==> src/rtl/decode_stage_p.sv <==
// RV32I/RV32E decode stage: register file with write-through bypass,
// immediate generation, ALU-op decode, load-use stall and one elastic
// valid/ready output slot feeding execute.
module decode_stage_p #(
    parameter int XLEN     = 32,
    parameter int NUM_REGS = 32
) (
    input  logic            clk,
    input  logic            rst_n,
    input  logic            in_valid,
    output logic            in_ready,
    input  logic [XLEN-1:0] in_pc,
    input  logic [31:0]     in_instr,
    input  logic            flush,
    input  logic            wb_en,
    input  logic [4:0]      wb_addr,
    input  logic [XLEN-1:0] wb_data,
    output logic            out_valid,
    input  logic            out_ready,
    output logic [XLEN-1:0] out_pc,
    output logic [XLEN-1:0] out_rs1_data,
    output logic [XLEN-1:0] out_rs2_data,
    output logic [XLEN-1:0] out_imm,
    output logic [4:0]      out_rs1,
    output logic [4:0]      out_rs2,
    output logic [4:0]      out_rd,
    output logic [2:0]      out_funct3,
    output logic [3:0]      out_alu_op,
    output logic            out_mem_read,
    output logic            out_mem_write,
    output logic            out_reg_write,
    output logic            out_use_imm,
    output logic            out_use_pc,
    output logic            out_is_branch,
    output logic            out_is_jump,
    output logic            out_illegal
);

    localparam int         RAW        = $clog2(NUM_REGS);
    localparam logic [5:0] NUM_REGS_W = 6'(NUM_REGS);
    localparam bit         IS64       = (XLEN == 64);

    localparam logic [6:0] OP_R      = 7'b0110011;
    localparam logic [6:0] OP_IALU   = 7'b0010011;
    localparam logic [6:0] OP_LOAD   = 7'b0000011;
    localparam logic [6:0] OP_JALR   = 7'b1100111;
    localparam logic [6:0] OP_STORE  = 7'b0100011;
    localparam logic [6:0] OP_BRANCH = 7'b1100011;
    localparam logic [6:0] OP_LUI    = 7'b0110111;
    localparam logic [6:0] OP_AUIPC  = 7'b0010111;
    localparam logic [6:0] OP_JAL    = 7'b1101111;
    localparam logic [6:0] OP_SYSTEM = 7'b1110011;

    localparam logic [3:0] ALU_ADD     = 4'd0;
    localparam logic [3:0] ALU_SUB     = 4'd1;
    localparam logic [3:0] ALU_SLL     = 4'd2;
    localparam logic [3:0] ALU_SLT     = 4'd3;
    localparam logic [3:0] ALU_SLTU    = 4'd4;
    localparam logic [3:0] ALU_XOR     = 4'd5;
    localparam logic [3:0] ALU_SRL     = 4'd6;
    localparam logic [3:0] ALU_SRA     = 4'd7;
    localparam logic [3:0] ALU_OR      = 4'd8;
    localparam logic [3:0] ALU_AND     = 4'd9;
    localparam logic [3:0] ALU_PASS_B  = 4'd10;
    localparam logic [3:0] ALU_INVALID = 4'd15;

    typedef struct packed {
        logic [XLEN-1:0] pc;
        logic [XLEN-1:0] rs1_data;
        logic [XLEN-1:0] rs2_data;
        logic [XLEN-1:0] imm;
        logic [4:0]      rs1;
        logic [4:0]      rs2;
        logic [4:0]      rd;
        logic [2:0]      funct3;
        logic [3:0]      alu_op;
        logic            mem_read;
        logic            mem_write;
        logic            reg_write;
        logic            use_imm;
        logic            use_pc;
        logic            is_branch;
        logic            is_jump;
        logic            illegal;
    } slot_t;

    // Register index exists in this configuration (RV32E has only 16).
    function automatic logic idx_ok(input logic [4:0] idx);
        return ({1'b0, idx} < NUM_REGS_W);
    endfunction

    // funct3 to ALU op; alt selects SUB/SRA on the 000/101 encodings.
    function automatic logic [3:0] f3_op(input logic [2:0] f3, input logic alt);
        logic [3:0] op;
        case (f3)
            3'b000:  op = alt ? ALU_SUB : ALU_ADD;
            3'b001:  op = ALU_SLL;
            3'b010:  op = ALU_SLT;
            3'b011:  op = ALU_SLTU;
            3'b100:  op = ALU_XOR;
            3'b101:  op = alt ? ALU_SRA : ALU_SRL;
            3'b110:  op = ALU_OR;
            3'b111:  op = ALU_AND;
            default: op = ALU_INVALID;
        endcase
        return op;
    endfunction

    // Empty slot contents: everything zero, ALU op marked invalid.
    function automatic slot_t slot_reset();
        slot_t s;
        s        = '0;
        s.alu_op = ALU_INVALID;
        return s;
    endfunction

    logic [XLEN-1:0] rf_q [NUM_REGS];
    logic [XLEN-1:0] rf_d [NUM_REGS];
    slot_t           slot_q, slot_d, dec_s;
    logic            valid_q, valid_d;

    logic [6:0]  opcode_s, f7_s, sh_f7_s;
    logic [4:0]  rd_s, rs1_s, rs2_s;
    logic [2:0]  f3_s;
    logic [31:0] imm_i_s, imm_s_s, imm_b_s, imm_u_s, imm_j_s, imm32_s;
    logic        wr_ok_s, known_s, f7_bad_s, idx_bad_s, illegal_s;
    logic        uses_rs1_s, uses_rs2_s, uses_rd_s;
    logic        advance_s, hazard_s, in_ready_s;

    assign opcode_s = in_instr[6:0];
    assign rd_s     = in_instr[11:7];
    assign f3_s     = in_instr[14:12];
    assign rs1_s    = in_instr[19:15];
    assign rs2_s    = in_instr[24:20];
    assign f7_s     = in_instr[31:25];
    // In RV64 funct7[0] is the top shamt bit, not part of the opcode check.
    assign sh_f7_s  = IS64 ? {in_instr[31:26], 1'b0} : in_instr[31:25];

    assign imm_i_s = {{20{in_instr[31]}}, in_instr[31:20]};
    assign imm_s_s = {{20{in_instr[31]}}, in_instr[31:25], in_instr[11:7]};
    assign imm_b_s = {{19{in_instr[31]}}, in_instr[31], in_instr[7],
                      in_instr[30:25], in_instr[11:8], 1'b0};
    assign imm_u_s = {in_instr[31:12], 12'h000};
    assign imm_j_s = {{11{in_instr[31]}}, in_instr[31], in_instr[19:12],
                      in_instr[20], in_instr[30:21], 1'b0};

    assign wr_ok_s = wb_en && (wb_addr != 5'd0) && idx_ok(wb_addr);

    // Next register-file contents: at most one entry replaced by write-back.
    always_comb begin
        for (int i = 0; i < NUM_REGS; i++) begin
            rf_d[i] = (wr_ok_s && (wb_addr == 5'(i))) ? wb_data : rf_q[i];
        end
    end

    // Register file storage; x0 is never written so it stays zero.
    always_ff @(posedge clk or negedge rst_n) begin
        if (!rst_n) begin
            for (int i = 0; i < NUM_REGS; i++) begin
                rf_q[i] <= {XLEN{1'b0}};
            end
        end else begin
            rf_q <= rf_d;
        end
    end

    // Instruction decode into a candidate slot, including bypassed reads.
    always_comb begin
        dec_s      = '0;
        known_s    = 1'b1;
        f7_bad_s   = 1'b0;
        uses_rs1_s = 1'b0;
        uses_rs2_s = 1'b0;
        uses_rd_s  = 1'b0;
        imm32_s    = 32'h0000_0000;
        dec_s.alu_op = ALU_INVALID;
        case (opcode_s)
            OP_R: begin
                uses_rs1_s = 1'b1;
                uses_rs2_s = 1'b1;
                uses_rd_s  = 1'b1;
                if (f7_s == 7'b0000000) begin
                    dec_s.alu_op = f3_op(f3_s, 1'b0);
                end else if ((f7_s == 7'b0100000) &&
                             ((f3_s == 3'b000) || (f3_s == 3'b101))) begin
                    dec_s.alu_op = f3_op(f3_s, 1'b1);
                end else begin
                    f7_bad_s = 1'b1;
                end
            end
            OP_IALU: begin
                uses_rs1_s    = 1'b1;
                uses_rd_s     = 1'b1;
                dec_s.use_imm = 1'b1;
                imm32_s       = imm_i_s;
                case (f3_s)
                    3'b001: begin
                        if (sh_f7_s == 7'b0000000) dec_s.alu_op = ALU_SLL;
                        else                       f7_bad_s     = 1'b1;
                    end
                    3'b101: begin
                        if (sh_f7_s == 7'b0000000)      dec_s.alu_op = ALU_SRL;
                        else if (sh_f7_s == 7'b0100000) dec_s.alu_op = ALU_SRA;
                        else                            f7_bad_s     = 1'b1;
                    end
                    default: dec_s.alu_op = f3_op(f3_s, 1'b0);
                endcase
            end
            OP_LOAD: begin
                uses_rs1_s     = 1'b1;
                uses_rd_s      = 1'b1;
                dec_s.use_imm  = 1'b1;
                dec_s.mem_read = 1'b1;
                dec_s.alu_op   = ALU_ADD;
                imm32_s        = imm_i_s;
            end
            OP_JALR: begin
                uses_rs1_s    = 1'b1;
                uses_rd_s     = 1'b1;
                dec_s.use_imm = 1'b1;
                dec_s.is_jump = 1'b1;
                dec_s.alu_op  = ALU_ADD;
                imm32_s       = imm_i_s;
            end
            OP_STORE: begin
                uses_rs1_s      = 1'b1;
                uses_rs2_s      = 1'b1;
                dec_s.use_imm   = 1'b1;
                dec_s.mem_write = 1'b1;
                dec_s.alu_op    = ALU_ADD;
                imm32_s         = imm_s_s;
            end
            OP_BRANCH: begin
                uses_rs1_s      = 1'b1;
                uses_rs2_s      = 1'b1;
                dec_s.use_pc    = 1'b1;
                dec_s.is_branch = 1'b1;
                dec_s.alu_op    = ALU_ADD;
                imm32_s         = imm_b_s;
            end
            OP_LUI: begin
                uses_rd_s     = 1'b1;
                dec_s.use_imm = 1'b1;
                dec_s.alu_op  = ALU_PASS_B;
                imm32_s       = imm_u_s;
            end
            OP_AUIPC: begin
                uses_rd_s     = 1'b1;
                dec_s.use_imm = 1'b1;
                dec_s.use_pc  = 1'b1;
                dec_s.alu_op  = ALU_ADD;
                imm32_s       = imm_u_s;
            end
            OP_JAL: begin
                uses_rd_s     = 1'b1;
                dec_s.use_imm = 1'b1;
                dec_s.use_pc  = 1'b1;
                dec_s.is_jump = 1'b1;
                dec_s.alu_op  = ALU_ADD;
                imm32_s       = imm_j_s;
            end
            OP_SYSTEM: begin
                imm32_s = imm_i_s;
            end
            default: begin
                known_s = 1'b0;
            end
        endcase

        idx_bad_s = (uses_rd_s  && !idx_ok(rd_s))  ||
                    (uses_rs1_s && !idx_ok(rs1_s)) ||
                    (uses_rs2_s && !idx_ok(rs2_s));
        illegal_s = !known_s || f7_bad_s || idx_bad_s;

        dec_s.pc     = in_pc;
        dec_s.imm    = XLEN'($signed(imm32_s));
        dec_s.rs1    = rs1_s;
        dec_s.rs2    = rs2_s;
        dec_s.rd     = rd_s;
        dec_s.funct3 = f3_s;
        dec_s.reg_write = uses_rd_s && (rd_s != 5'd0);
        dec_s.illegal   = illegal_s;
        if (illegal_s) begin
            dec_s.alu_op    = ALU_INVALID;
            dec_s.reg_write = 1'b0;
            dec_s.mem_read  = 1'b0;
            dec_s.mem_write = 1'b0;
        end else begin
            dec_s.alu_op = dec_s.alu_op;
        end

        // Source reads: out-of-range or x0 give zero; a same-cycle write wins.
        if ((rs1_s != 5'd0) && idx_ok(rs1_s)) begin
            dec_s.rs1_data = (wr_ok_s && (wb_addr == rs1_s)) ? wb_data
                                                             : rf_q[rs1_s[RAW-1:0]];
        end else begin
            dec_s.rs1_data = {XLEN{1'b0}};
        end
        if ((rs2_s != 5'd0) && idx_ok(rs2_s)) begin
            dec_s.rs2_data = (wr_ok_s && (wb_addr == rs2_s)) ? wb_data
                                                             : rf_q[rs2_s[RAW-1:0]];
        end else begin
            dec_s.rs2_data = {XLEN{1'b0}};
        end
    end

    // Slot handshake: flush beats load-use stall beats normal advance.
    always_comb begin
        advance_s  = out_ready || !valid_q;
        hazard_s   = valid_q && slot_q.mem_read && (slot_q.rd != 5'd0) &&
                     ((uses_rs1_s && (rs1_s == slot_q.rd)) ||
                      (uses_rs2_s && (rs2_s == slot_q.rd)));
        valid_d    = valid_q;
        slot_d     = slot_q;
        in_ready_s = 1'b0;
        if (advance_s) begin
            if (flush) begin
                valid_d    = 1'b0;
                in_ready_s = 1'b1;
            end else if (hazard_s) begin
                valid_d    = 1'b0;
                in_ready_s = 1'b0;
            end else begin
                valid_d    = in_valid;
                in_ready_s = 1'b1;
                slot_d     = dec_s;
            end
        end else begin
            in_ready_s = 1'b0;
            valid_d    = flush ? 1'b0 : valid_q;
        end
    end

    // Output slot register; reset discards any held instruction.
    always_ff @(posedge clk or negedge rst_n) begin
        if (!rst_n) begin
            valid_q <= 1'b0;
            slot_q  <= slot_reset();
        end else begin
            valid_q <= valid_d;
            slot_q  <= slot_d;
        end
    end

    assign in_ready      = rst_n && in_ready_s;
    assign out_valid     = valid_q;
    assign out_pc        = slot_q.pc;
    assign out_rs1_data  = slot_q.rs1_data;
    assign out_rs2_data  = slot_q.rs2_data;
    assign out_imm       = slot_q.imm;
    assign out_rs1       = slot_q.rs1;
    assign out_rs2       = slot_q.rs2;
    assign out_rd        = slot_q.rd;
    assign out_funct3    = slot_q.funct3;
    assign out_alu_op    = slot_q.alu_op;
    assign out_mem_read  = slot_q.mem_read;
    assign out_mem_write = slot_q.mem_write;
    assign out_reg_write = slot_q.reg_write;
    assign out_use_imm   = slot_q.use_imm;
    assign out_use_pc    = slot_q.use_pc;
    assign out_is_branch = slot_q.is_branch;
    assign out_is_jump   = slot_q.is_jump;
    assign out_illegal   = slot_q.illegal;

endmodule

==> config.mk <==
export PLATFORM = sky130hd
export DESIGN_NAME = decode_stage_p
export DESIGN_NICKNAME = d
export VERILOG_FILES = /design/src/rtl/decode_stage_p.sv
export SDC_FILE = /design/constraint.sdc
export NUM_CORES = 2
export LEC_CHECK = 0
export ABC_AREA = 1
export CORE_UTILIZATION = 40
export DETAILED_ROUTE_END_ITERATION = 8
export PLACE_DENSITY = 0.62
export SETUP_SLACK_MARGIN = 0.2
export SLEW_MARGIN = 20
export SYNTH_ARGS = -nofsm -noshare
export SYNTH_HDL_FRONTEND = slang
export SYNTH_SLANG_ARGS = --single-unit
==> constraint.sdc <==
create_clock -name clk -period 2.2 [get_ports clk]
set_clock_uncertainty 0.15 [all_clocks]
set_input_delay 0.44 -clock clk [delete_from_list [all_inputs] [get_ports clk]]
set_output_delay 0.44 -clock clk [all_outputs]
set_load 0.05 [all_outputs]
==> flow_summary_export.csv <==
group,metric,value,unit
sta,maxSlewHeadroom,0.339,
hold_path,hold_path_end,"out_pc[14]",
synth,synth_cells,9009,
clock_tree,cts_tree,"yes",
placement,place_inst,11200,
routing,avgRoutedWirePerCell,23.4,um
routing,vias,66400,
placement,dpl.hpwl,170000,um
routing,post-route-drc-count,0,
sta,setup_violations,101,
synth,yosys.area_share.simple,0.292,
placement,place_congestion,0.947,
synth,synth_fa_ha_area_frac,0.00117,
critical_path,r2r_setup_slack,-0.13,ns
placement,dpl-instance-area,73500,um^2
synth,ys_types,35,
cells_and_area,final_cell_count_no_fill,11500,
grt,grt_pass1_wl,400000,um
critical_path,critPathMaxFanout,4,
cells_and_area,drive_gt1_frac,0.158,
synth,synth-async-reset-ratio,1.00,
hold_path,worstHoldPathType,"in2reg",
synth,synthFlopType,"dfrtp_1",
critical_path,r2r_cells,15,
clock_tree,cts_sinks,1183,
clock_tree,cts_inserted_buffers,134,
power,p_per_area,816,nW/um^2
flow_run,cap_violations,0,
critical_path,crit_family,"simple AND/OR/NAND/NOR gates",
cells_and_area,seq_area,29700,um^2
synth,synth_fp_nets,9122,
cells_and_area,fillers,14900,
synth,synth.area.top_cells,"dfrtp_1 (46%), nand2_1 (20%), o21ai_0 (9.9%)",
grt,grt_pass1_vias,61800,
sta,rsz0062_at_grt,"true",
hold_path,hp-start,"in_pc[14]",
synth,netlist_area,64000,um^2
synth,synth_edf_count,0,
grt,grt_overflow,0,
clock_tree,cts_buffer_depth,3,
critical_path,reg2reg_to,"out_pc[28]",
synth,synth_top_cell_area_share,0.461,
floorplanning,core-area,159000,um^2
hold_path,whs_path_depth,3,
grt,antenna_found_initial,3,
power,power_leakage,38.7,nW
run_status,violations,"setup timing",
synth,ys_warn_count,0,
critical_path,critPathMaxStageDelay,0.45,ns
sta,worstMarginPinSlew,0.991,ns
critical_path,crit_path_start,"out_rd[0]",
synth,synth_top_family_by_area,"simple AND/OR/NAND/NOR gates",
critical_path,worstSetupStartpointType,"flip-flop",
synth,synth_compound_area_frac,0.165,
critical_path,crit_slowest_cell,"dfrtp_2",
sta,setup_ws,-0.686,ns
critical_path,critPathBufInv,3,
cells_and_area,multi_input_area,30900,um^2
sta,drv_slew,0,
critical_path,crit_chain,"nand2_1 -> nand2_2 -> nor3_4 -> nand3_1 -> nand2_1 -> nand2_2 -> o211ai_1 -> buf_4 -> inv_4 -> buf_12",
routing,routed_wl,270000,um
clock_tree,h-tree-depth,4,
synth,synth_xor_area_frac,0.00178,
cells_and_area,synthToLayoutAreaGrowth,27.0,%
synth,seq_area_frac_synth,0.463,
power,vdd.ir_drop.worst,0.705,mV
critical_path,crit_type,"reg2out",
critical_path,crit_arrival,2.30,ns
routing,firstDrtPassIters,9,
sta,max_freq,346,MHz
clock_tree,root_buffer,"clkbuf_16",
floorplanning,dieHeight,402,um
cells_and_area,nets,9477,
clock_tree,clock_latency,0.78,ns
floorplanning,start_util,0.404,
floorplanning,row_count,146,
sta,finalHoldViolations,0,
sta,finalCritPeriodShare,1.31,
sta,final.setup.tns,-6.48,ns
clock_tree,clk_pin_slew_worst_paths,0.06,ns
floorplanning,die_w,402,um
critical_path,end_kind,"output port",
critical_path,cp.required,1.61,ns
synth,avgSynthCellArea,7.10,um^2
sta,fin_crit,2.89,ns
routing,ant_nets,0,
cells_and_area,stdcell_area,81300,um^2
grt,grt_max_degree,152,
critical_path,r2r-start,"out_rd[1]",
routing,initialDrtViolationCount,9175,
synth,muxShareOfSynthArea,0,
floorplanning,dieArea,162000,um^2
routing,via_per_inst,5.76,
placement,io_buffers,266,
grt,grt_usage,0.326,
floorplanning,pin_count,267,
run_status,status,"complete, but fails checks",
synth,ys_ff_latch,1183,
synth,yosysTopAreaCell,"dfrtp_1",
-- what timing repair did --
item | 4_1_cts | 5_1_grt
resized for setup | 979 | 251
gates cloned | 37 | 4
endpoints found under the hold margin | 956 | 0
pin swaps | 51 | 33
setup buffers | 46 | 30
hold buffers | 1 | 0
setup endpoints to repair | 303 | 313
-- cells in the mapped netlist (2+ instances only) --
cell / n
clkbuf_1: 486
nand3b_1: 4
o21ai_0: 1267
xor2_1: 8
buf_6: 17
buf_2: 158
dfrtp_1: 1179
nor2_2: 6
o211ai_1: 231
a21oi_1: 430
or2_2: 12
xnor2_1: 5
nand3_1: 829
o21a_1: 29
ha_1: 6
nand4_1: 9
inv_1: 389
nor2_1: 331
a22oi_1: 5
dfstp_2: 4
nand3_2: 5
nor3_1: 6
nand2_1: 3438
buf_1: 61
nand2_2: 16
buf_4: 56
inv_2: 13
nor2_4: 2
-- cell type report --
cell class | instances | area share
antenna | 2 | 0.0000616
clock buffer | 196 | 0.0491
clock inverter | 34 | 0.00473
inverter | 403 | 0.0192
multi-input combinational | 6645 | 0.380
sequential | 1183 | 0.365
tap | 2072 | 0.0319
timing repair buffer | 996 | 0.150
timing repair inverter | 1 | 0.000200
-- layer usage --
metal / vias up / routed length, um / GRT usage / part of all wire
met2: 3945 / 118000 / 0.499 / 0.44
met5: - / 0 / 0 / 0
met3: 762 / 30000 / 0.0661 / 0.11
li1: 30000 / - / - / -
met1: 31700 / 107000 / 0.439 / 0.40
met4: 0 / 14800 / 0.163 / 0.055
-- kinds of logic after synthesis --
| group | count (synthesis) |
|---|---|
| simple gates | 4658 |
| flops | 1183 |
| compound gates | 1968 |
| xor+xnor | 13 |
| fa+ha+maj | 6 |
| buf+inv | 1181 |
-- flip-flops by register name (all words and copies together) (netlist names) --
register,count
out_rs2_data,32
out_use_pc,1
out_alu_op,4
out_is_jump,1
out_rs2,5
out_pc,32
out_imm,32
out_use_imm,1
rf_q,1024
out_valid,1
out_rd,5
out_illegal,1
out_mem_write,1
out_mem_read,1
out_reg_write,1
out_rs1_data,32
out_rs1,5
out_funct3,3
out_is_branch,1
-- cell usage in the layout, fill, tap and decap left out, types with 8 or more instances in the layout --
| master | instances |
|---|---|
| inv_6 | 8 |
| xor2_1 | 8 |
| o21ai_1 | 12 |
| clkbuf_8 | 30 |
| nand2_4 | 113 |
| dfrtp_1 | 1140 |
| nand4_1 | 9 |
| o21ai_2 | 33 |
| nand2_1 | 3206 |
| or2_2 | 12 |
| clkbuf_16 | 142 |
| clkinv_2 | 15 |
| nand3_4 | 9 |
| buf_12 | 251 |
| dfrtp_2 | 39 |
| buf_8 | 25 |
| buf_6 | 81 |
| nor2_4 | 10 |
| nor2_1 | 324 |
| a21oi_1 | 430 |
| buf_16 | 39 |
| o21ai_0 | 1222 |
| nand2_2 | 133 |
| clkdlybuf4s50_1 | 95 |
| inv_2 | 16 |
| o21a_1 | 29 |
| o211ai_1 | 231 |
| clkbuf_1 | 27 |
| nand3_1 | 823 |
| buf_4 | 497 |
| inv_1 | 379 |
-- through the flow --
stage	power, mW	hold slack [ns]	setup slack [ns]	util
floorplan	36.5	-0.00559	0.173	-
global placement	41.7	0.113	-0.604	0.463
detailed placement	42.1	0.111	-0.626	0.463
CTS	65.8	0.0137	-0.732	0.505
global route	69.3	0.0583	-0.817	0.513
finish	66.3	0.0560	-0.686	0.513
-- how the worst max path moves through the flow --
stage / to / slack [ns] / cells after the start
4_1_cts: in_ready / -0.73 / 10
3_5_place_dp: rf_q[777] / -0.63 / 12
2_1_floorplan: in_ready / 0.17 / 9
5_1_grt: in_ready / -0.82 / 11
6_report: in_ready / -0.69 / 10
3_3_place_gp: rf_q[772] / -0.60 / 12
-- worst register-to-register path: cells and delay by family, from the launching register on --
kind	cells	cell delay, ns
flops	1	0.45
simple gates	5	0.42
buf+inv	9	1.02
compound gates	1	0.21
-- power breakdown --
part           internal [mW]  switching [mW]  leakage, nW
registers               25.5            2.99         15.3
logic                   5.83            9.14         21.3
clock network           13.3            9.56         2.15
(Power assumes the default switching activity.)
